File: src/rtl/exec_sequencer_if.sv
// rtl/exec_sequencer_if.sv - control/status bundle between the sequencer and its datapath driver
interface exec_sequencer_if #(
    parameter int CNT_W = 16
);
    logic             start;
    logic [2:0]       inst_type;
    logic             mem_ack;
    logic             fetch_en;
    logic             decode_en;
    logic             reg_r_en;
    logic             alu_en;
    logic             reg_w_en;
    logic             reg_w_sel;
    logic             mem_r_en;
    logic             mem_w_en;
    logic             busy;
    logic             done;
    logic             err;
    logic [1:0]       err_code;
    logic [CNT_W-1:0] inst_count;

    modport slave (
        input  start, inst_type, mem_ack,
        output fetch_en, decode_en, reg_r_en, alu_en, reg_w_en, reg_w_sel,
               mem_r_en, mem_w_en, busy, done, err, err_code, inst_count
    );

    modport master (
        output start, inst_type, mem_ack,
        input  fetch_en, decode_en, reg_r_en, alu_en, reg_w_en, reg_w_sel,
               mem_r_en, mem_w_en, busy, done, err, err_code, inst_count
    );
endinterface

File: src/rtl/exec_sequencer.sv
// rtl/exec_sequencer.sv - multi-cycle instruction execution sequencer
module exec_sequencer #(
    parameter int CNT_W     = 16,
    parameter int MAX_WAIT  = 8,
    parameter int EX_CYCLES = 1
) (
    input logic             clk,
    input logic             init_n,
    exec_sequencer_if.slave bus
);
    typedef enum logic [3:0] {
        S_IDLE, S_FETCH, S_DECODE, S_OF, S_EX, S_WM, S_RM, S_RS, S_HALTED, S_ERROR
    } state_t;

    localparam logic [7:0] WAIT_LAST = 8'(MAX_WAIT - 1);
    localparam logic [3:0] EX_LAST   = 4'(EX_CYCLES - 1);
    localparam logic [2:0] T_ALU = 3'd1, T_JMPI = 3'd2, T_JMP = 3'd3, T_MOV = 3'd4,
                           T_ST  = 3'd5, T_LD   = 3'd6, T_HALT = 3'd7;

    state_t           state_q, state_d;
    logic [2:0]       type_q;
    logic [3:0]       ex_cnt_q;
    logic [7:0]       wait_cnt_q;
    logic [1:0]       err_code_q;
    logic [1:0]       err_set;
    logic [CNT_W-1:0] inst_count_q;
    logic             retire;
    logic             wait_expired;

    assign wait_expired = (wait_cnt_q == WAIT_LAST);

    // Next-state selection, retire pulse and error cause
    always_comb begin
        state_d = state_q;
        retire  = 1'b0;
        err_set = 2'd0;
        case (state_q)
            S_IDLE:   if (bus.start) state_d = S_FETCH;
            S_FETCH:  state_d = S_DECODE;
            S_DECODE: begin
                case (bus.inst_type)
                    T_ALU, T_JMP, T_ST, T_LD: state_d = S_OF;
                    T_JMPI: begin
                        state_d = S_FETCH;
                        retire  = 1'b1;
                    end
                    T_MOV:  state_d = S_RS;
                    T_HALT: begin
                        state_d = S_HALTED;
                        retire  = 1'b1;
                    end
                    default: begin
                        state_d = S_ERROR;
                        err_set = 2'd1;
                    end
                endcase
            end
            S_OF: begin
                case (type_q)
                    T_ALU: state_d = S_EX;
                    T_JMP: begin
                        state_d = S_FETCH;
                        retire  = 1'b1;
                    end
                    T_ST:  state_d = S_WM;
                    T_LD:  state_d = S_RM;
                    default: begin
                        state_d = S_ERROR;
                        err_set = 2'd1;
                    end
                endcase
            end
            S_EX:     if (ex_cnt_q == EX_LAST) state_d = S_RS;
            S_WM: begin
                // an acknowledge in the last wait cycle beats the timeout
                if (bus.mem_ack) begin
                    state_d = S_FETCH;
                    retire  = 1'b1;
                end else if (wait_expired) begin
                    state_d = S_ERROR;
                    err_set = 2'd2;
                end
            end
            S_RM: begin
                if (bus.mem_ack) begin
                    state_d = S_RS;
                end else if (wait_expired) begin
                    state_d = S_ERROR;
                    err_set = 2'd2;
                end
            end
            S_RS: begin
                state_d = S_FETCH;
                retire  = 1'b1;
            end
            S_HALTED: if (bus.start) state_d = S_FETCH;
            S_ERROR:  state_d = S_ERROR;
            default:  state_d = S_IDLE;
        endcase
    end

    // State, latched type, phase counters, error cause and retire counter
    always_ff @(posedge clk or negedge init_n) begin
        if (!init_n) begin
            state_q      <= S_IDLE;
            type_q       <= 3'd0;
            ex_cnt_q     <= 4'd0;
            wait_cnt_q   <= 8'd0;
            err_code_q   <= 2'd0;
            inst_count_q <= '0;
        end else begin
            state_q <= state_d;
            if (state_q == S_DECODE) type_q <= bus.inst_type;
            // counters restart whenever their phase is (re)entered
            ex_cnt_q   <= (state_q == S_EX && state_d == S_EX) ? ex_cnt_q + 4'd1 : 4'd0;
            wait_cnt_q <= ((state_q == S_WM || state_q == S_RM) && state_d == state_q)
                          ? wait_cnt_q + 8'd1 : 8'd0;
            if (err_set != 2'd0) err_code_q <= err_set;
            if (retire && inst_count_q != {CNT_W{1'b1}}) inst_count_q <= inst_count_q + 1'b1;
        end
    end

    assign bus.fetch_en   = (state_q == S_FETCH);
    assign bus.decode_en  = (state_q == S_DECODE);
    assign bus.reg_r_en   = (state_q == S_OF);
    assign bus.alu_en     = (state_q == S_EX);
    assign bus.mem_w_en   = (state_q == S_WM);
    assign bus.mem_r_en   = (state_q == S_RM);
    assign bus.reg_w_en   = (state_q == S_RS);
    assign bus.reg_w_sel  = (state_q == S_RS) && (type_q == T_LD);
    assign bus.busy       = !(state_q == S_IDLE || state_q == S_HALTED || state_q == S_ERROR);
    assign bus.done       = (state_q == S_HALTED);
    assign bus.err        = (state_q == S_ERROR);
    assign bus.err_code   = err_code_q;
    assign bus.inst_count = inst_count_q;
endmodule

File: src/flat_wrapper.sv
// flat-port wrapper written by rule: the top's interface ports become plain ports
module exec_sequencer_flat 
#(
    parameter int CNT_W     = 16,
    parameter int MAX_WAIT  = 8,
    parameter int EX_CYCLES = 1
)
  (clk, init_n, bus_start, bus_inst_type, bus_mem_ack, bus_fetch_en, bus_decode_en, bus_reg_r_en, bus_alu_en, bus_reg_w_en, bus_reg_w_sel, bus_mem_r_en, bus_mem_w_en, bus_busy, bus_done, bus_err, bus_err_code, bus_inst_count);
  exec_sequencer_if #(.CNT_W(CNT_W)) bus_i ();
  input logic clk;
  input logic init_n;
  input wire logic [$bits(bus_i.start)-1:0] bus_start;
  input wire logic [$bits(bus_i.inst_type)-1:0] bus_inst_type;
  input wire logic [$bits(bus_i.mem_ack)-1:0] bus_mem_ack;
  output wire logic [$bits(bus_i.fetch_en)-1:0] bus_fetch_en;
  output wire logic [$bits(bus_i.decode_en)-1:0] bus_decode_en;
  output wire logic [$bits(bus_i.reg_r_en)-1:0] bus_reg_r_en;
  output wire logic [$bits(bus_i.alu_en)-1:0] bus_alu_en;
  output wire logic [$bits(bus_i.reg_w_en)-1:0] bus_reg_w_en;
  output wire logic [$bits(bus_i.reg_w_sel)-1:0] bus_reg_w_sel;
  output wire logic [$bits(bus_i.mem_r_en)-1:0] bus_mem_r_en;
  output wire logic [$bits(bus_i.mem_w_en)-1:0] bus_mem_w_en;
  output wire logic [$bits(bus_i.busy)-1:0] bus_busy;
  output wire logic [$bits(bus_i.done)-1:0] bus_done;
  output wire logic [$bits(bus_i.err)-1:0] bus_err;
  output wire logic [$bits(bus_i.err_code)-1:0] bus_err_code;
  output wire logic [$bits(bus_i.inst_count)-1:0] bus_inst_count;
  assign bus_i.start = bus_start;
  assign bus_i.inst_type = bus_inst_type;
  assign bus_i.mem_ack = bus_mem_ack;
  assign bus_fetch_en = bus_i.fetch_en;
  assign bus_decode_en = bus_i.decode_en;
  assign bus_reg_r_en = bus_i.reg_r_en;
  assign bus_alu_en = bus_i.alu_en;
  assign bus_reg_w_en = bus_i.reg_w_en;
  assign bus_reg_w_sel = bus_i.reg_w_sel;
  assign bus_mem_r_en = bus_i.mem_r_en;
  assign bus_mem_w_en = bus_i.mem_w_en;
  assign bus_busy = bus_i.busy;
  assign bus_done = bus_i.done;
  assign bus_err = bus_i.err;
  assign bus_err_code = bus_i.err_code;
  assign bus_inst_count = bus_i.inst_count;
  exec_sequencer #(.CNT_W(CNT_W), .MAX_WAIT(MAX_WAIT), .EX_CYCLES(EX_CYCLES)) u_core (.clk(clk), .init_n(init_n), .bus(bus_i));
endmodule
File: config.mk
export PLATFORM = sky130hd
export DESIGN_NAME = exec_sequencer_flat
export DESIGN_NICKNAME = d
export VERILOG_FILES = /design/src/rtl/exec_sequencer_if.sv /design/src/rtl/exec_sequencer.sv /design/src/flat_wrapper.sv
export SDC_FILE = /design/constraint.sdc
export NUM_CORES = 1
export LEC_CHECK = 0
export CAP_MARGIN = 30
export CORE_ASPECT_RATIO = 2
export CORE_MARGIN = 5
export CORE_UTILIZATION = 50
export CTS_BUF_LIST = sky130_fd_sc_hd__clkbuf_4 sky130_fd_sc_hd__clkbuf_8
export DETAILED_ROUTE_END_ITERATION = 10
export PLACE_DENSITY = 0.86
export SKIP_LAST_GASP = 1
export SLEW_MARGIN = 20
export SYNTH_ARGS = -nofsm -noshare
export SYNTH_HDL_FRONTEND = slang
export SYNTH_SLANG_ARGS = --single-unit
File: constraint.sdc
create_clock -name clk -period 1.8 [get_ports clk]
set_input_delay 0.18 -clock clk [delete_from_list [all_inputs] [get_ports clk]]
set_output_delay 0.18 -clock clk [all_outputs]
set_load 0.005 [all_outputs]
# == Word-level counts from Yosys, hierarchy flattened ==
# Index checks and enable logic that the tools add are counted.
# classes
add_sub_neg,3
multipliers,0
n_div,0
n_lt_le_gt_ge,0
n_eq_ne,24
shifts,0
muxes,19
bitwise,0
reduce_logical,17
# ops
operator,n
4-bit one-hot mux with 9 select lines,1
4-bit one-hot mux with 4 select lines,2
4-bit 2-to-1 mux,6
4-bit by 3-bit == test with 1-bit output (second input constant),5
3-bit == test (second input constant),6
16-bit by 1-bit adder with 16-bit output (second input constant),1
16-bit != test (second input constant),1
3-bit by 2-bit == test with 1-bit output (second input constant),3
8-bit by 1-bit adder with 8-bit output (second input constant),1
4-bit by 2-bit == test with 1-bit output (second input constant),2
4-bit == test (second input constant),2
8-bit by 3-bit == test with 1-bit output (second input constant),1
4-bit zero test,2
8-bit 2-to-1 mux,1
4-bit OR reduction,2
7-bit OR reduction,1
3-bit by 1-bit == test with 1-bit output (second input constant),2
2-bit one-hot mux with 3 select lines,1
2-bit OR reduction,3
1-bit 2-to-1 mux,5
4-bit by 1-bit adder with 4-bit output (second input constant),1
4-bit by 1-bit == test with 1-bit output (second input constant),1
4-bit == test,1
1-bit logical AND,4
5 further kinds,8
# word_totals
regBits,37
latchBits,0
ram_bits,0
rom_bits,0
input_bits,7
output_inout_bits,29
wordCells,69
n_memories,0

# == Logic depth before layout (Yosys ltp) ==
# logic_depth
depth_word,7
depth_mapped,9
ltp_nobuf,7

# == Worst setup path before layout ==
# No wires, ideal clock.
# synth_timing
path_kind,reg-to-reg
startpoint,register u_core.state_q[3]
endpoint,"register u_core.inst_count_q[1], in the netlist u_core.bus.inst_count[1]"
setup_time_ns,0.125
arrival_ns,1.680
t_required_ns,1.675
setup_slack_ns,-0.005
stages_incl_launch_ff,7
path_buffers,2
period_less_slack_ns,1.805
path_cell_list,dfrtp_1 -> buf_6 -> nor4b_4 -> a311o_1 -> buf_6 -> nand2_2 -> mux2_4
# synth_via
elab_chain_len,3
word_cells_on_any_way,6
classes_between,eq/ne (4); mux (1); reduce/logical (1)
# synth_rtl
item,line,source
from (decl),exec_sequencer.sv:20,"state_t state_q, state_d;"
from (signal assigned),exec_sequencer.sv:112,state_q <= state_d;
4-bit by 2-bit == test with 1-bit output,-,
net bus_decode_en,flat_wrapper.sv:16,output wire logic [$bits(bus_i.decode_en)-1:0] bus_decode_en;
1-bit one-hot mux with 4 select lines,exec_sequencer.sv:37,case (state_q)
1-bit logical AND,exec_sequencer.sv:119,if (retire && inst_count_q != {CNT_W{1'b1}}) inst_count_q <= inst_count_q + 1'b1;
to (signal assigned),exec_sequencer.sv:119,
to (decl),exec_sequencer.sv:26,logic [CNT_W-1:0] inst_count_q;
# The timed path passes the listed nets, and every way through them passes these cells.
# A chain may end at the register's enable or synchronous reset.

# == Final worst setup path ==
# layout_timing
startpoint,register u_core.state_q[2]
endpoint,"register u_core.inst_count_q[1], in the netlist u_core.bus.inst_count[1]"
# layout_via
elab_chain_len,3
word_cells_on_any_way,6
classes_between,eq/ne (4); mux (1); reduce/logical (1)
# layout_rtl
item,line
4-bit by 3-bit == test with 1-bit output or 4-bit by 2-bit == test with 1-bit output (tied branches),exec_sequencer.sv:37
1-bit one-hot mux with 4 select lines (*),exec_sequencer.sv:37
1-bit logical AND (*),exec_sequencer.sv:119
# Mark *: on every way between the ends. The rest lies on a longest branch, timed or not.

==> flow_metrics.py <==
metrics = {
    "sta": {
        "fmax_mhz": 531,
        "tightest_slew_ns": 0.810,
        "rsz0062_at_grt": "true",
        "setup_viol_count_final": 7,
        "hold_viol": 36,
        "slew_headroom_pct": 46.0,
        "clock-skew-final_ns": 0.0129,
        "whs_ns": -0.0207,
        "min_period_ns": 1.88,
        "fin_ws_ns": -0.0828,
        "fin_crit_sh_pct": 105,
        "slew_viol_final": 0,
    },
    "placement": {
        "place_inst": 318,
        "post-dp-hpwl_mm": 3.83,
        "gp_congestion": 0.876,
        "portBuffers": 35,
    },
    "outcome": {
        "violations": "hold timing, setup timing",
        "status": "complete, but fails checks",
    },
    "detailed_routing": {
        "drc": 0,
        "drt-initial-drc-count": 22,
        "drtAntennaViolNets": 0,
        "vias": 1794,
        "via_per_inst": 5.44,
        "avgRoutedWirePerCell_um": 15.3,
        "drt-pass1-iter-count": 4,
        "finalWirelength_mm": 5.05,
    },
    "clock_network": {
        "clk_latency_ns": 0.29,
        "cts_made_buffers": 5,
        "cts.clk_slew.worst_paths_ns": 0.08,
        "ctsHtreeMaxLevel": 2,
        "cts-root-buf": "clkbuf_8",
        "cts.sink_count": 37,
        "cts_hold_buf": 0,
        "cts_tree": "built",
        "clockBufferDepth": 2,
    },
    "power": {
        "p_total_uw": 3000,
        "power.density_nw_per_um2": 1060,
        "leakage_uw": 0.00128,
        "ir_drop_mv": 0.876,
    },
    "floorplanning": {
        "core_area_um2": 4130,
        "die_h_um": 102,
        "rows": 33,
        "die-width_um": 56.2,
        "ios": 36,
        "design.die.area_um2": 5760,
        "initial_core_util_pct": 51.8,
    },
    "grt": {
        "grt_pass1_wl_mm": 8.44,
        "grt_max_degree": 38,
        "antenna_found_initial": 0,
        "grt_pass1_vias": 1870,
        "grt.total_usage_pct": 18.7,
        "grt.overflow.total": 0,
    },
    "finish": {
        "num_antenna_cells": 0,
        "seqCellArea_um2": 926,
        "finalNetCount": 288,
        "layout.cells.most_common": "dfrtp_1",
        "final_cells": 330,
        "final_cell_mix": "dfrtp_1 (37), nor2_1 (25), buf_4 (25), clkdlybuf4s50_1 (23), xnor2_1 (18)",
        "multiInputGateArea_um2": 1130,
        "drive_above_1_share_pct": 24.5,
        "area_delta_synth_final_pct": 32.9,
        "fill_cells": 307,
    },
    "setup_path": {
        "crit_required_ns": 1.98,
        "arrival_ns": 2.06,
        "reg2reg_setup_slack_ns": -0.08,
        "crit_type": "register to register",
        "crit_fanout": 4,
        "critPathLaunchType": "register",
        "crit_path_end_kind": "register",
    },
    "logic_synthesis": {
        "synth_ff_type": "dfrtp_1",
        "yosysUniqueCellTypes": 54,
        "yosysWarningCount": 0,
        "netlist_area_um2": 2140,
        "syn_avg_cell_area_um2": 10.1,
        "synthArstFlopShare_pct": 100,
        "synth_nets": 223,
        "yosysSeqAreaShare_pct": 43.3,
        "synth_edf_count": 0,
        "synthCells": 212,
        "synth_seq_cells": 37,
    },
    "worst_hold_path": {
        "hold_path_class": "input pin to async pin",
    },
    "run": {
        "drv_cap": 0,
    },
}
worst max-delay path, stage by stage, from the launching register on:
cell and delay [ns]:
dfrtp_1 0.41, buf_6 0.14, nor4b_4 0.31, buf_4 0.17, a311o_1 0.25, buf_4 0.15, nand2_2 0.05, mux2_4 0.29
area by class of cell:
type | instances | area share (%)
clock inverter | 2 | 0.484
tap | 52 | 2.29
timing repair buffer | 66 | 20.8
inverter | 7 | 1.01
sequential | 37 | 32.6
multi-input combinational | 160 | 39.9
clock buffer | 6 | 2.91
final timing paths:
path	from	depth (start not counted)	to
max in group asynchronous	init_n	1	u_core.bus.inst_count[12]$_DFFE_PN0P_
max	u_core.state_q[2]$_DFF_PN0_	7	u_core.bus.inst_count[1]$_DFFE_PN0P_
min reg2reg	u_core.bus.inst_count[15]$_DFFE_PN0P_	1	u_core.bus.inst_count[15]$_DFFE_PN0P_
max reg2reg	u_core.state_q[2]$_DFF_PN0_	7	u_core.bus.inst_count[1]$_DFFE_PN0P_
min	init_n	1	u_core.bus.err_code[1]$_DFFE_PN0P_
min in group clk	u_core.bus.inst_count[15]$_DFFE_PN0P_	1	u_core.bus.inst_count[15]$_DFFE_PN0P_
cell usage after synthesis (3+ instances only):
| library cell | number | area share [%] |
|---|---|---|
| o21ai_0 | 5 | 1.2 |
| nor2_1 | 26 | 4.6 |
| xor2_1 | 4 | 1.6 |
| xnor2_1 | 18 | 7.4 |
| buf_6 | 3 | 1.6 |
| nand4_1 | 5 | 1.5 |
| dfrtp_1 | 37 | 43 |
| nand3_2 | 6 | 2.8 |
| nand3_1 | 10 | 2.3 |
| and3_1 | 10 | 2.9 |
| ha_1 | 4 | 2.3 |
| nand2_1 | 18 | 3.2 |
| a21oi_1 | 5 | 1.2 |
| nor2b_1 | 3 | 0.88 |
| nor3_1 | 8 | 1.9 |
| inv_1 | 7 | 1.2 |
routing by layer:
| metal | global-route usage (%) | routed length, µm | vias up | part of all wire, % |
|---|---|---|---|---|
| met2 | 36.8 | 2920 | 36 | 58 |
| met4 | 9.51 | 183 | 0 | 3.6 |
| met5 | 0 | 0 | - | 0 |
| met3 | 2.65 | 120 | 12 | 2.4 |
| met1 | 18.6 | 1820 | 874 | 36 |
| li1 | - | - | 872 | - |
sequential cells by signal, summed over array words and instances, names as in the netlist:
signal,cells
u_core.bus.inst_count,16
u_core.bus.err_code,2
u_core.ex_cnt_q,4
u_core.state_q,4
u_core.type_q,3
u_core.wait_cnt_q,8
metrics by stage:
stage               hold WS, ns  setup TNS (ns)  utilization, %  setup WS (ns)  area [µm²]
floorplan                -0.116        -0.00619               -       -0.00466        2140
global placement          0.303         -0.0814            64.6        -0.0748        2670
global route             0.0500           -1.91            68.8         -0.179        2840
CTS                   0.0000780          -0.278            67.6         -0.170        2790
finish                  -0.0207          -0.334            68.8        -0.0828        2840
detailed placement        0.313          -0.155            64.6         -0.109        2670
report_power, final:
group	internal, µW	switching [µW]
clock network	310	293
registers	958	107
logic	686	645
logic make-up after synthesis:
kind of cell,after synthesis,synth area share (%)
AO/OA/AOI/OAI,21,6.85
multiplexers,3,1.76
AND/OR/NAND/NOR,109,30.8
adder cells (fa/ha/maj),4,2.34
buffers and inverters,15,5.21
XOR/XNOR,23,9.77
flip-flops,37,43.3
repair_timing:
item                                    4_1_cts  5_1_grt
buffers inserted                              1        3
pin swaps                                     1        4
gates resized for setup                      19        8
endpoints found under the setup margin       11       15
Power figures use the tool's default switching activity.
==> RTL change (same settings) <==
`MAX_WAIT` is set to 8 in 2 places; all go to 4.
--- a/src/rtl/exec_sequencer.sv
+++ b/src/rtl/exec_sequencer.sv
@@ -1,7 +1,7 @@
 // rtl/exec_sequencer.sv - multi-cycle instruction execution sequencer
 module exec_sequencer #(
     parameter int CNT_W     = 16,
-    parameter int MAX_WAIT  = 8,
+    parameter int MAX_WAIT  = 4,
     parameter int EX_CYCLES = 1
 ) (
     input logic             clk,
--- a/src/flat_wrapper.sv
+++ b/src/flat_wrapper.sv
@@ -2,7 +2,7 @@
 module exec_sequencer_flat 
 #(
     parameter int CNT_W     = 16,
-    parameter int MAX_WAIT  = 8,
+    parameter int MAX_WAIT  = 4,
     parameter int EX_CYCLES = 1
 )
   (clk, init_n, bus_start, bus_inst_type, bus_mem_ack, bus_fetch_en, bus_decode_en, bus_reg_r_en, bus_alu_en, bus_reg_w_en, bus_reg_w_sel, bus_mem_r_en, bus_mem_w_en, bus_busy, bus_done, bus_err, bus_err_code, bus_inst_count);
Check against the original RTL: not equivalent (Yosys sat finds a counterexample within 10 cycles, from zero or initial values).
==> RTL change against the original RTL <==
The run ends with negative setup slack left. Synthesized area decreased by 6.3%. Global-route usage is 2.4 points higher. Critical path type unchanged. Wire length is 0.26% lower. Sequential cell count did not move. Die area decreased by 5.5%. Maximum frequency fell by 2.3%. First-iteration DRC count grew 120%. Synthesized cell count decreased by 4.7%. Power up 5.6%. Cell area up 0.48%. Critical endpoint is now u_core.bus.inst_count[15]$_DFFE_PN0P_. Worst setup slack got worse by 44 ps. Largest cell class unchanged. Sequential share of layout area about the same.
==> RTL change: results (changes against the original RTL) <==
cells_and_area:
  multi_input_area_share: 0.367  # -0.0322
  clk_share: 0.0302  # -0.00367
  layout-drive-gt1-share: 0.266  # +0.0218
  num-clock-buffers: 5  # -1
  largest_reg_flops: 16  # unchanged
  buffer_area_frac: 0.247  # +0.0389
  nFillCells: 282  # -8.1%
  multi_input_gates: 154  # -3.8%
  inverters: 6  # -1
synthesis:
  synth.area.mux_share: 0.0337  # +0.0162
  synth.net_count: 213  # -4.5%
  synthTopCellsByCount: "dfrtp_1 (37), nor2_1 (20), nand3_1 (18)"
  synth.avg_cell_area_um2: 9.92  # -1.7%
  seq_area_frac_synth: 0.462  # +0.0292
  synth-compound-area-share: 0.0831  # +0.0146
  synth_fa_ha_area_frac: 0.0250  # +0.00158
  synthDistinctLibCells: 40  # -26%
  synthTopCellsByArea: "dfrtp_1 (46%), xnor2_1 (5.7%), nand3_1 (4.5%), nor2_1 (3.7%), nand2_1 (3.2%)"
  synth_xor_area_frac: 0.0874  # -0.0103
sta:
  setup_viol: 6  # -1
  worstMarginPinSlew_ps: 468  # -342 ps
  final.setup.worst_slack_ps: -127  # -43.7 ps
  fin_setup_tns_ps: -462  # -127 ps
  skew_ps: 3.35  # -9.51 ps
pwr:
  p_leak_nw: 1.32  # +3.4%
  swShare: 0.353  # +0.00498
  power_mw: 3.17  # +5.6%
  ir_drop_mv: 0.764  # -13%
placement:
  place_ws_ps: -183  # -73.9 ps
  hpwl_um: 3710  # -3.2%
  gp_congestion: 0.833  # -4.8%
  place_area_um2: 2680  # +0.47%
  dp_cells: 322  # +1.3%
worst_setup_path:
  cp_slowest_cell: "dfrtp_2"
  crit_fanout: 5  # +1
  arrival_ps: 2110  # +50 ps
  critPathMaxStageDelay_ps: 460  # +50 ps
clock_tree:
  cts_setup_buffers: 9  # +8
  postCtsResizedCells: 18  # -1
run_status:
  violations: "negative setup slack"
  outcome: "finished with violations"
route:
  drtIter0Drc: 49  # +120%
  wl_um: 5030  # -0.26%
  viasPerCell: 5.41  # -0.40%
global_route:
  grt_pass1_wl_um: 8560  # +1.5%
  first_global_vias: 1966  # +5.1%
==> RTL change: changes by cell type in the layout (fill, tap and decap cells not counted), sizes merged, moves of 3 or more <==
cell    before  now
mux2         3    6
nand2b       2   10
nor2        26   20
and3        10    6
xnor2       19   13
xor2         4    7
and4         1    4
nor4         3    0
buf         32   49
==> RTL change: logic make-up after synthesis <==
kind of cell / count (synthesis)
buf+inv: 11
mux: 6
xor+xnor: 20
simple gates: 101
fa+ha+maj: 4
compound gates: 23
flops: 37
==> RTL change: layer usage <==
metal	share of wire	wire (µm)	global-route usage
met1	0.36	1800	0.219
met4	0.035	178	0.104
met3	0.042	212	0.0435
met2	0.56	2840	0.375
met5	0	0	0
==> RTL change: path summary, 6_finish.rpt <==
check | from | end | slack [ps] | cells after the start
min reg2reg | u_core.bus.err_code[1]$_DFFE_PN0P_ | u_core.bus.err_code[1]$_DFFE_PN0P_ | 490 | 1
min | init_n | u_core.bus.inst_count[3]$_DFFE_PN0P_ | 300 | 2
max | u_core.state_q[3]$_DFF_PN0_ | u_core.bus.inst_count[15]$_DFFE_PN0P_ | -130 | 5
max reg2reg | u_core.state_q[3]$_DFF_PN0_ | u_core.bus.inst_count[15]$_DFFE_PN0P_ | -130 | 5
min in group clk | u_core.bus.err_code[1]$_DFFE_PN0P_ | u_core.bus.err_code[1]$_DFFE_PN0P_ | 490 | 1
max in group asynchronous | init_n | u_core.state_q[3]$_DFF_PN0_ | 1140 | 2
==> RTL change: power groups by stage <==
stage,combinational [mW],clock (mW),sequential [mW]
final,1.51,0.576,1.08
after global routing,1.64,0.638,1.09
after CTS,1.47,0.599,1.07
after detailed placement,1.37,0,1.09
after global placement,1.33,0,1.08
after floorplan,0.689,0,1.07
